## src/rtl/dma.sv

```systemverilog
`default_nettype none
// +----------------------------------------------------------------------+
// | Module   : dma                                                       |
// | Purpose  : Single-channel word-copy DMA engine. The CPU programs     |
// |            SRC/DST/COUNT through the slave port; the engine copies   |
// |            one word per read beat + write beat pair over the shared  |
// |            bus and raises a level interrupt on completion.           |
// | Revision : 1.0 - initial release                                     |
// +----------------------------------------------------------------------+
module dma (
  input  logic        clk,
  input  logic        reset,
  input  logic        s_cs_,
  input  logic        s_as_,
  input  logic        s_rw,
  input  logic [1:0]  s_addr,
  input  logic [31:0] s_wr_data,
  output logic [31:0] s_rd_data,
  output logic        s_rdy_,
  output logic        m_req_,
  input  logic        m_grnt_,
  output logic [29:0] m_addr,
  output logic        m_as_,
  output logic        m_rw,
  output logic [31:0] m_wr_data,
  input  logic [31:0] m_rd_data,
  input  logic        m_rdy_,
  output logic        irq
);

  localparam logic       RW_READ   = 1'b1;
  localparam logic       RW_WRITE  = 1'b0;
  localparam logic [1:0] REG_CTRL  = 2'd0;
  localparam logic [1:0] REG_SRC   = 2'd1;
  localparam logic [1:0] REG_DST   = 2'd2;
  localparam logic [1:0] REG_COUNT = 2'd3;

  typedef enum logic [2:0] {
    ST_IDLE = 3'd0,
    ST_REQ  = 3'd1,
    ST_RD   = 3'd2,
    ST_WR   = 3'd3,
    ST_GAP  = 3'd4
  } state_t;

  state_t      state_q;
  logic [29:0] src_q;
  logic [29:0] dst_q;
  logic [15:0] count_q;
  logic        ie_q;
  logic        done_q;
  logic        abort_pend_q;
  logic        m_req_q;
  logic        m_as_q;
  logic        m_rw_q;
  logic [29:0] m_addr_q;
  logic [31:0] m_wr_data_q;   // also serves as the read-to-write data buffer
  logic        s_rdy_q;
  logic [31:0] s_rd_data_q;

  logic        s_acc_d;
  logic        s_wr_d;
  logic        ctrl_wr_d;
  logic        busy_d;
  logic        start_d;
  logic        abort_d;
  logic [31:0] rd_mux_d;
  logic        unused_wdata;

  // A new access is accepted only while no response is pending, so a
  // strobe held across the ready cycle does not produce a second response.
  assign s_acc_d   = ~s_cs_ & ~s_as_ & s_rdy_q;
  assign s_wr_d    = s_acc_d & ~s_rw;
  assign ctrl_wr_d = s_wr_d & (s_addr == REG_CTRL);
  assign busy_d    = (state_q != ST_IDLE);
  assign start_d   = ctrl_wr_d & s_wr_data[0] & ~busy_d;
  assign abort_d   = ctrl_wr_d & s_wr_data[2] & busy_d;
  assign unused_wdata = ^s_wr_data[31:30];

  // Register read-back multiplexer
  always_comb begin
    rd_mux_d = 32'h0;
    case (s_addr)
      REG_CTRL:  rd_mux_d = {28'h0, done_q, 1'b0, ie_q, busy_d};
      REG_SRC:   rd_mux_d = {2'b00, src_q};
      REG_DST:   rd_mux_d = {2'b00, dst_q};
      REG_COUNT: rd_mux_d = {16'h0, count_q};
      default:   rd_mux_d = 32'h0;
    endcase
  end

  // Slave response: one-cycle ready pulse, read data valid only with it
  always_ff @(posedge clk or negedge reset) begin
    if (!reset) begin
      s_rdy_q     <= 1'b1;
      s_rd_data_q <= 32'h0;
    end else if (s_acc_d) begin
      s_rdy_q     <= 1'b0;
      s_rd_data_q <= s_rw ? rd_mux_d : 32'h0;
    end else begin
      s_rdy_q     <= 1'b1;
      s_rd_data_q <= 32'h0;
    end
  end

  // Config registers, copy FSM and registered master outputs
  always_ff @(posedge clk or negedge reset) begin
    if (!reset) begin
      state_q      <= ST_IDLE;
      src_q        <= 30'h0;
      dst_q        <= 30'h0;
      count_q      <= 16'h0;
      ie_q         <= 1'b0;
      done_q       <= 1'b0;
      abort_pend_q <= 1'b0;
      m_req_q      <= 1'b1;
      m_as_q       <= 1'b1;
      m_rw_q       <= RW_READ;
      m_addr_q     <= 30'h0;
      m_wr_data_q  <= 32'h0;
    end else begin
      if (ctrl_wr_d) begin
        ie_q <= s_wr_data[1];
        if (s_wr_data[3]) done_q <= 1'b0;
      end
      // Transfer parameters are frozen while a copy is in flight
      if (s_wr_d && !busy_d) begin
        case (s_addr)
          REG_SRC:   src_q   <= s_wr_data[29:0];
          REG_DST:   dst_q   <= s_wr_data[29:0];
          REG_COUNT: count_q <= s_wr_data[15:0];
          default:   ;
        endcase
      end

      case (state_q)
        ST_IDLE: begin
          abort_pend_q <= 1'b0;
          if (start_d) begin
            if (count_q == 16'h0) begin
              done_q <= 1'b1;
            end else begin
              done_q  <= 1'b0;
              state_q <= ST_REQ;
              m_req_q <= 1'b0;
            end
          end
        end
        ST_REQ: begin
          if (abort_d) begin
            state_q <= ST_IDLE;
            m_req_q <= 1'b1;
          end else if (!m_grnt_) begin
            state_q  <= ST_RD;
            m_as_q   <= 1'b0;
            m_rw_q   <= RW_READ;
            m_addr_q <= src_q;
          end
        end
        ST_RD: begin
          if (!m_rdy_) begin
            if (abort_d || abort_pend_q) begin
              // Read beat finished; drop the word without writing it
              state_q  <= ST_IDLE;
              m_req_q  <= 1'b1;
              m_as_q   <= 1'b1;
              m_addr_q <= 30'h0;
            end else begin
              state_q     <= ST_WR;
              m_rw_q      <= RW_WRITE;
              m_addr_q    <= dst_q;
              m_wr_data_q <= m_rd_data;
            end
          end else if (abort_d) begin
            abort_pend_q <= 1'b1;
          end
        end
        ST_WR: begin
          if (!m_rdy_) begin
            src_q       <= src_q + 30'd1;
            dst_q       <= dst_q + 30'd1;
            count_q     <= count_q - 16'd1;
            m_req_q     <= 1'b1;
            m_as_q      <= 1'b1;
            m_rw_q      <= RW_READ;
            m_addr_q    <= 30'h0;
            m_wr_data_q <= 32'h0;
            state_q     <= (abort_d || abort_pend_q) ? ST_IDLE : ST_GAP;
          end else if (abort_d) begin
            abort_pend_q <= 1'b1;
          end
        end
        ST_GAP: begin
          // One released cycle between words lets the arbiter serve the CPU
          if (abort_d) begin
            state_q <= ST_IDLE;
          end else if (count_q == 16'h0) begin
            state_q <= ST_IDLE;
            done_q  <= 1'b1;
          end else begin
            state_q <= ST_REQ;
            m_req_q <= 1'b0;
          end
        end
        default: begin
          state_q <= ST_IDLE;
          m_req_q <= 1'b1;
          m_as_q  <= 1'b1;
        end
      endcase
    end
  end

  assign s_rdy_    = s_rdy_q;
  assign s_rd_data = s_rd_data_q;
  assign m_req_    = m_req_q;
  assign m_as_     = m_as_q;
  assign m_rw      = m_rw_q;
  assign m_addr    = m_addr_q;
  assign m_wr_data = m_wr_data_q;
  assign irq       = done_q & ie_q;

endmodule
`default_nettype wire
```

## config.mk

```make
export PLATFORM = sky130hd
export DESIGN_NAME = dma
export DESIGN_NICKNAME = d
export VERILOG_FILES = /design/src/rtl/dma.sv
export SDC_FILE = /design/constraint.sdc
export NUM_CORES = 1
export LEC_CHECK = 0
export BUFFER_PORTS_ARGS = -buffer_cell sky130_fd_sc_hd__buf_4
export CAP_MARGIN = 20
export CORE_UTILIZATION = 42
export DETAILED_ROUTE_END_ITERATION = 8
export PLACE_DENSITY_LB_ADDON = 0.25
export SYNTH_ARGS = -nofsm -noshare
export SYNTH_HDL_FRONTEND = slang
export SYNTH_SLANG_ARGS = --single-unit
```

## constraint.sdc

```tcl
create_clock -name clk -period 1.86 [get_ports clk]
set_input_delay 0.186 -clock clk [delete_from_list [all_inputs] [get_ports clk]]
set_output_delay 0.186 -clock clk [all_outputs]
set_load 0.05 [all_outputs]
```

==> results.cfg, run 1 <==
[finish]
nFillCells = 1751
syn_to_final_growth_pct = 47.31
finalInstanceArea_sq_um = 13270
nets = 1387
drive_gt1_frac = 0.3757
antenna_cells = 0
multi_input_area_sq_um = 4722
seq_area_sq_um = 4462
final_cells = 1598
utilization = 0.6311

[synthesis]
synthArstFlopShare = 1.000
synth_compound_area_frac = 0.2223
yosysTopAreaCell = dfrtp_1
synth-edff-count = 0
synthCells = 997
synth_top_area_frac = 0.4835
synthSimpleGateAreaFrac = 0.2052
yosysSeqAreaShare = 0.4951
synth.area.mux_share = 0.02806
synth_seq_cells = 178
yosys-top-cells-area = dfrtp_1 (48%), nor2_1 (5.8%), nand2_1 (5.0%)
yosys.area_share.adder = 0.005557
synth_top_family_by_area = compound AO/OA/AOI/OAI gates
synthesis.area_sq_um = 9006
synthXorXnorAreaFrac = 0.0009725
syn_avg_cell_area_sq_um = 9.033
yosysMostFrequentCell = dfrtp_1
synth-warning-count = 0
synth_top_flop_cell = dfrtp_1
synth.distinct_cells = 66
synth_common_cells = dfrtp_1 (174), nor2_1 (140), nand2_1 (119), a21oi_1 (73), clkbuf_1 (60)

[clocking]
numCtsBuffers = 17
cts_sinks = 178
h-tree-depth = 4
insertion_delay_ns = 0.44
cts_tree = built
clkSlewWorstSetupHoldPaths_ns = 0.07
root_buffer = clkbuf_16
cts_buffer_depth = 2

[timing]
max_freq_mhz = 514.2
worstMarginPinSlew_ns = 0.5681
timing_hold_violations_final = 0
rsz0062_at_grt = true
fin_tns_setup_ns = -0.6008
period_needed_ns = 1.945
relSlewSlack = 0.6205
setup_viol = 30
timing.final.ws_setup_ns = -0.08475
fin_worst_skew_ns = 0.01898
slew_violations = 0
period_share = 1.046
worst_hold_slack_ns = 0.005899

[grt]
grt_pass1_wl_um = 48060
grt_max_degree = 49
grt_pass1_vias = 8769
antenna_found_initial = 0
globalRoute.totalOverflow = 0
grt_use_total = 0.2829

[detailed_routing]
wl_per_cell_um = 19.72
wl_met2_um = 14800
detail_route.first_pass.iterations = 7
dr_wl_met3_um = 2510
avgViaCountPerCell = 5.805
drt_iter0_drc = 892
drt-total-wl_um = 31510
ant_nets = 0
vias = 9277
drc = 0
highest_layer = met4
met1_length_um = 13080

[worst_hold_path]
hold_end = m_wr_data[18]$_DFFE_PN0P_
hold_depth = 3
min_from = m_rd_data[18]
hold_path.class = input pin to flop

[critical_path]
rrSetupSlack_ns = -0.08
crit_arrival_ns = 2.30
reg2reg_to = dst_q[25]$_DFF_PN0_
crit_required_ns = 2.21
reg2regPathDepth = 5
worst-setup-path-type = flop to flop
r2r_start = dst_q[12]$_DFF_PN0_
cp-start-kind = flop
cp_max_fo = 4
crit_path_end_kind = flop

[status]
violations = negative setup slack
status = complete, but fails checks

[pwr]
cellPowerDensity_nw_per_um2 = 1670
p_total_mw = 22.15
leakage_nw = 6.019
peakVddDrop_mv = 1.197

[floorplanning]
die-area_sq_um = 22030
die_h_um = 148.4
rows = 53
initial_core_util = 0.4284
die_w_um = 148.4
top_level_ports = 172
fp.coreArea_sq_um = 21020

[placement]
pre_cts_ws_ns = -0.06998
dp_hpwl_um = 21690
place.gp.congestion = 0.9049
io_buffers = 167
place_inst = 1524
dpl_cell_area_sq_um = 11730

[run]
max-cap-violations = 0
-- kinds of logic after synthesis --
logic type | count (synthesis)
buffers and inverters | 94
other | 1
AOI/OAI and AO/OA | 302
xor gates and xnor gates | 1
adders and majority gates | 4
muxes | 20
and+or+nand+nor | 397
DFF | 178
-- final cells by class --
type	instances	area share
timing repair buffer	371	0.2323
tap	275	0.02594
clock buffer	18	0.03235
clock inverter	14	0.01264
sequential	178	0.3363
inverter	16	0.004527
multi-input combinational	726	0.3559
-- placed cells by master, fill, tap and decap left out, drive strengths merged, types with 12 or more instances in the layout --
cell and instances:
a211oi 18, a21oi 73, a22oi 58, a311oi 12, and3 16, and4 13, buf 347, clkbuf 20
dfrtp 174, dlygate4sd3 22, inv 23, mux2 12, nand2 119, nand3 34, nand4 15, nor2 140
nor3 20, o21ai 62, o22ai 16
-- worst max-delay path: stages (launching register included) --
cell and delay (ns):
dfrtp_1 0.35, nand4_1 0.21, or3_4 0.41, or4_4 0.52
o211a_1 0.25, a211oi_2 0.14
-- timing repair --
item,4_1_cts,5_1_grt
hold endpoints to repair,64,0
hold buffers,22,0
gates cloned,1,2
setup buffers,4,14
setup endpoints to repair,48,102
gates resized for setup,24,88
pin swaps,9,44
-- registers in the layout, indices dropped and copies added (netlist names), 3 cells and up --
signal	count
dst_q	30
m_wr_data	32
count_q	16
s_rd_data	30
src_q	30
m_addr	30
state_q	3
-- per-layer routing --
metal,vias to the layer above,global-route usage
met3,79,0.04663
met2,452,0.4481
met1,4474,0.3891
li1,4272,-
met5,-,0
met4,0,0.1046
-- worst max path at each step --
stage / to / start / slack (ns) / cells past startpoint
2_1_floorplan: count_q[7]$_DFF_PN0_ / s_rdy_$_DFF_PN1_ / -0.17 / 6
3_3_place_gp: src_q[28]$_DFF_PN0_ / state_q[2]$_DFFE_PN0P_ / -0.03 / 6
3_5_place_dp: src_q[23]$_DFF_PN0_ / state_q[2]$_DFFE_PN0P_ / -0.07 / 6
4_1_cts: dst_q[25]$_DFF_PN0_ / dst_q[10]$_DFF_PN0_ / -0.06 / 5
5_1_grt: count_q[7]$_DFF_PN0_ / s_rdy_$_DFF_PN1_ / -0.14 / 6
6_report: dst_q[25]$_DFF_PN0_ / dst_q[12]$_DFF_PN0_ / -0.08 / 5
-- where the power goes --
group	switching, mW	leakage [nW]	internal, mW	total, mW
sequential	1.10	2.14	5.34	6.44
clock	1.69	0.286	2.03	3.72
combinational	7.25	3.60	4.75	12.0
Power figures use the tool's default switching activity.
==> inputs of run 2 (changes only) <==
==> constraint.sdc (replaced) <==
create_clock -name clk -period 1.86 [get_ports clk]
set_input_delay 0.093 -clock clk [delete_from_list [all_inputs] [get_ports clk]]
set_output_delay 0.093 -clock clk [all_outputs]
set_load 0.05 [all_outputs]
==> run 2 against run 1 <==
Fmax hardly changed; clock-buffer cell count is 1 lower; die area stayed put; final cell count is 2.7% higher; critical path type unchanged; the run still ends with negative setup slack left; clock power is 3% lower; setup slack hardly changed; highest routed layer is now met5; cell area is 1.3% higher; wire length is 0.10% higher; core utilization is 0.83 points higher; flip-flop and latch count stayed put; hold slack worse by 0.00065 ns.
==> results.cfg, run 2 (same netlist as run 1, synthesis figures left out) <==
[timing]
fin_worst_skew_ns = 0.009017
period_share = 1.046
worstMarginPinSlew_ns = 0.5684
timing_hold_violations_final = 0
worst_hold_slack_ns = 0.005250
slew_violations = 0
rsz0062_at_grt = true
timing.final.ws_setup_ns = -0.08480
period_needed_ns = 1.945
fin_tns_setup_ns = -0.2690
setup_viol = 10
relSlewSlack = 0.6203
max_freq_mhz = 514.2

[detailed_routing]
drc = 0
avgViaCountPerCell = 5.811
detail_route.first_pass.iterations = 6
ant_nets = 0
wl_per_cell_um = 19.22
vias = 9536
drt_iter0_drc = 950
drt-total-wl_um = 31540

[clocking]
insertion_delay_ns = 0.44
cts_tree = built
cts_buffer_depth = 2
h-tree-depth = 4
clkSlewWorstSetupHoldPaths_ns = 0.07
root_buffer = clkbuf_16
cts_sinks = 178
numCtsBuffers = 17

[grt]
grt_use_total = 0.2797
globalRoute.totalOverflow = 0
grt_max_degree = 65
grt_pass1_vias = 8925
grt_pass1_wl_um = 47680
antenna_found_initial = 1

[critical_path]
crit_path_end_kind = flop
cp_max_fo = 3
crit_buf_inv = 0
cpMaxStageDelayCell = or4_4
crit_required_ns = 2.21
crit_arrival_ns = 2.30
max_stage_delay_ns = 0.53
worst-setup-path-type = flop to flop
crit_chain = nand4_1 -> or3_4 -> or4_4 -> o211a_1 -> a211oi_2
cp-start-kind = flop
path_delay_family = simple AND/OR/NAND/NOR gates

[placement]
place_inst = 1526
dpl_cell_area_sq_um = 11730
io_buffers = 167
dp_hpwl_um = 21760
place.gp.congestion = 0.8988

[run]
max-cap-violations = 0

[floorplanning]
rows = 53
fp.coreArea_sq_um = 21020
die_h_um = 148.4
initial_core_util = 0.4284
die_w_um = 148.4
top_level_ports = 172
die-area_sq_um = 22030

[finish]
most-common-layout-cells = buf_4 (324), dfrtp_1 (172), nor2_1 (137), nand2_1 (110), a21oi_1 (72)
nets = 1430
final_cells = 1641
mostFrequentLayoutCell = buf_4
finalInstanceArea_sq_um = 13440
syn_to_final_growth_pct = 49.24
drive_gt1_frac = 0.3397
largest_reg_flops = 32
antenna_cells = 0

[worst_hold_path]
hold_path.class = input pin to flop

[pwr]
cellPowerDensity_nw_per_um2 = 1599
leakage_nw = 6.145
peakVddDrop_mv = 1.016

[status]
violations = negative setup slack
status = complete, but fails checks
[run 2: final timing paths]
check / start / endpoint / slack [ns] / depth (start not counted)
max in group asynchronous: reset / s_rdy_$_DFF_PN1_ / 1.01 / 3
setup reg to reg: dst_q[12]$_DFF_PN0_ / dst_q[25]$_DFF_PN0_ / -0.08 / 5
hold / removal: s_wr_data[2] / src_q[2]$_DFF_PN0_ / 0.005 / 3
hold reg to reg: m_wr_data[11]$_DFFE_PN0P_ / m_wr_data[11]$_DFFE_PN0P_ / 0.49 / 2
setup / recovery: dst_q[12]$_DFF_PN0_ / dst_q[25]$_DFF_PN0_ / -0.08 / 5
min in group asynchronous: reset / m_wr_data[29]$_DFFE_PN0P_ / 0.15 / 2
[run 2: tightest hold or removal path, cell delays in order]
cell     delay (ns)
buf_4          0.13
o21ai_2        0.06
a21oi_1        0.11
[run 2: layout make-up]
type                            count  area, sq um
Fill cell                        1707         7581
Multi-Input combinational cell    727         4512
Sequential cell                   178         4462
Timing Repair Buffer              413         3475
Clock buffer                       17        425.4
Tap cell                          275        344.1
Clock inverter                     15        162.7
Inverter                           16        60.06
[run 2: layer usage]
layer  wire [um]  up-vias  track usage
met5          16        -            0
met2       14480      505       0.4339
met1       13380     4573       0.3846
met4        1169        2       0.1216
li1            -     4356            -
met3        2493      100      0.04816
[run 2: per-stage QoR]
step | power, mW | util | setup WS [ns]
global route | 22.63 | 0.6394 | -0.1381
global placement | 16.97 | 0.5580 | -0.02255
finish | 21.49 | 0.6394 | -0.08480
floorplan | 13.01 | - | -0.1652
detailed placement | 17.15 | 0.5580 | -0.08359
CTS | 20.95 | 0.6206 | -0.07850
[run 2: what timing repair did]
action | 4_1_cts | 5_1_grt
gates cloned | 1 | 4
pin swaps | 3 | 14
hold buffers | 64 | 0
setup buffers | 5 | 9
endpoints found under the setup margin | 16 | 124
endpoints found under the hold margin | 210 | 0
gates resized for setup | 9 | 54
[run 2: power breakdown]
group | switching [mW] | internal, mW
registers | 1.08 | 5.34
clock network | 1.70 | 1.91
logic | 7.02 | 4.44
total | 9.80 | 11.7
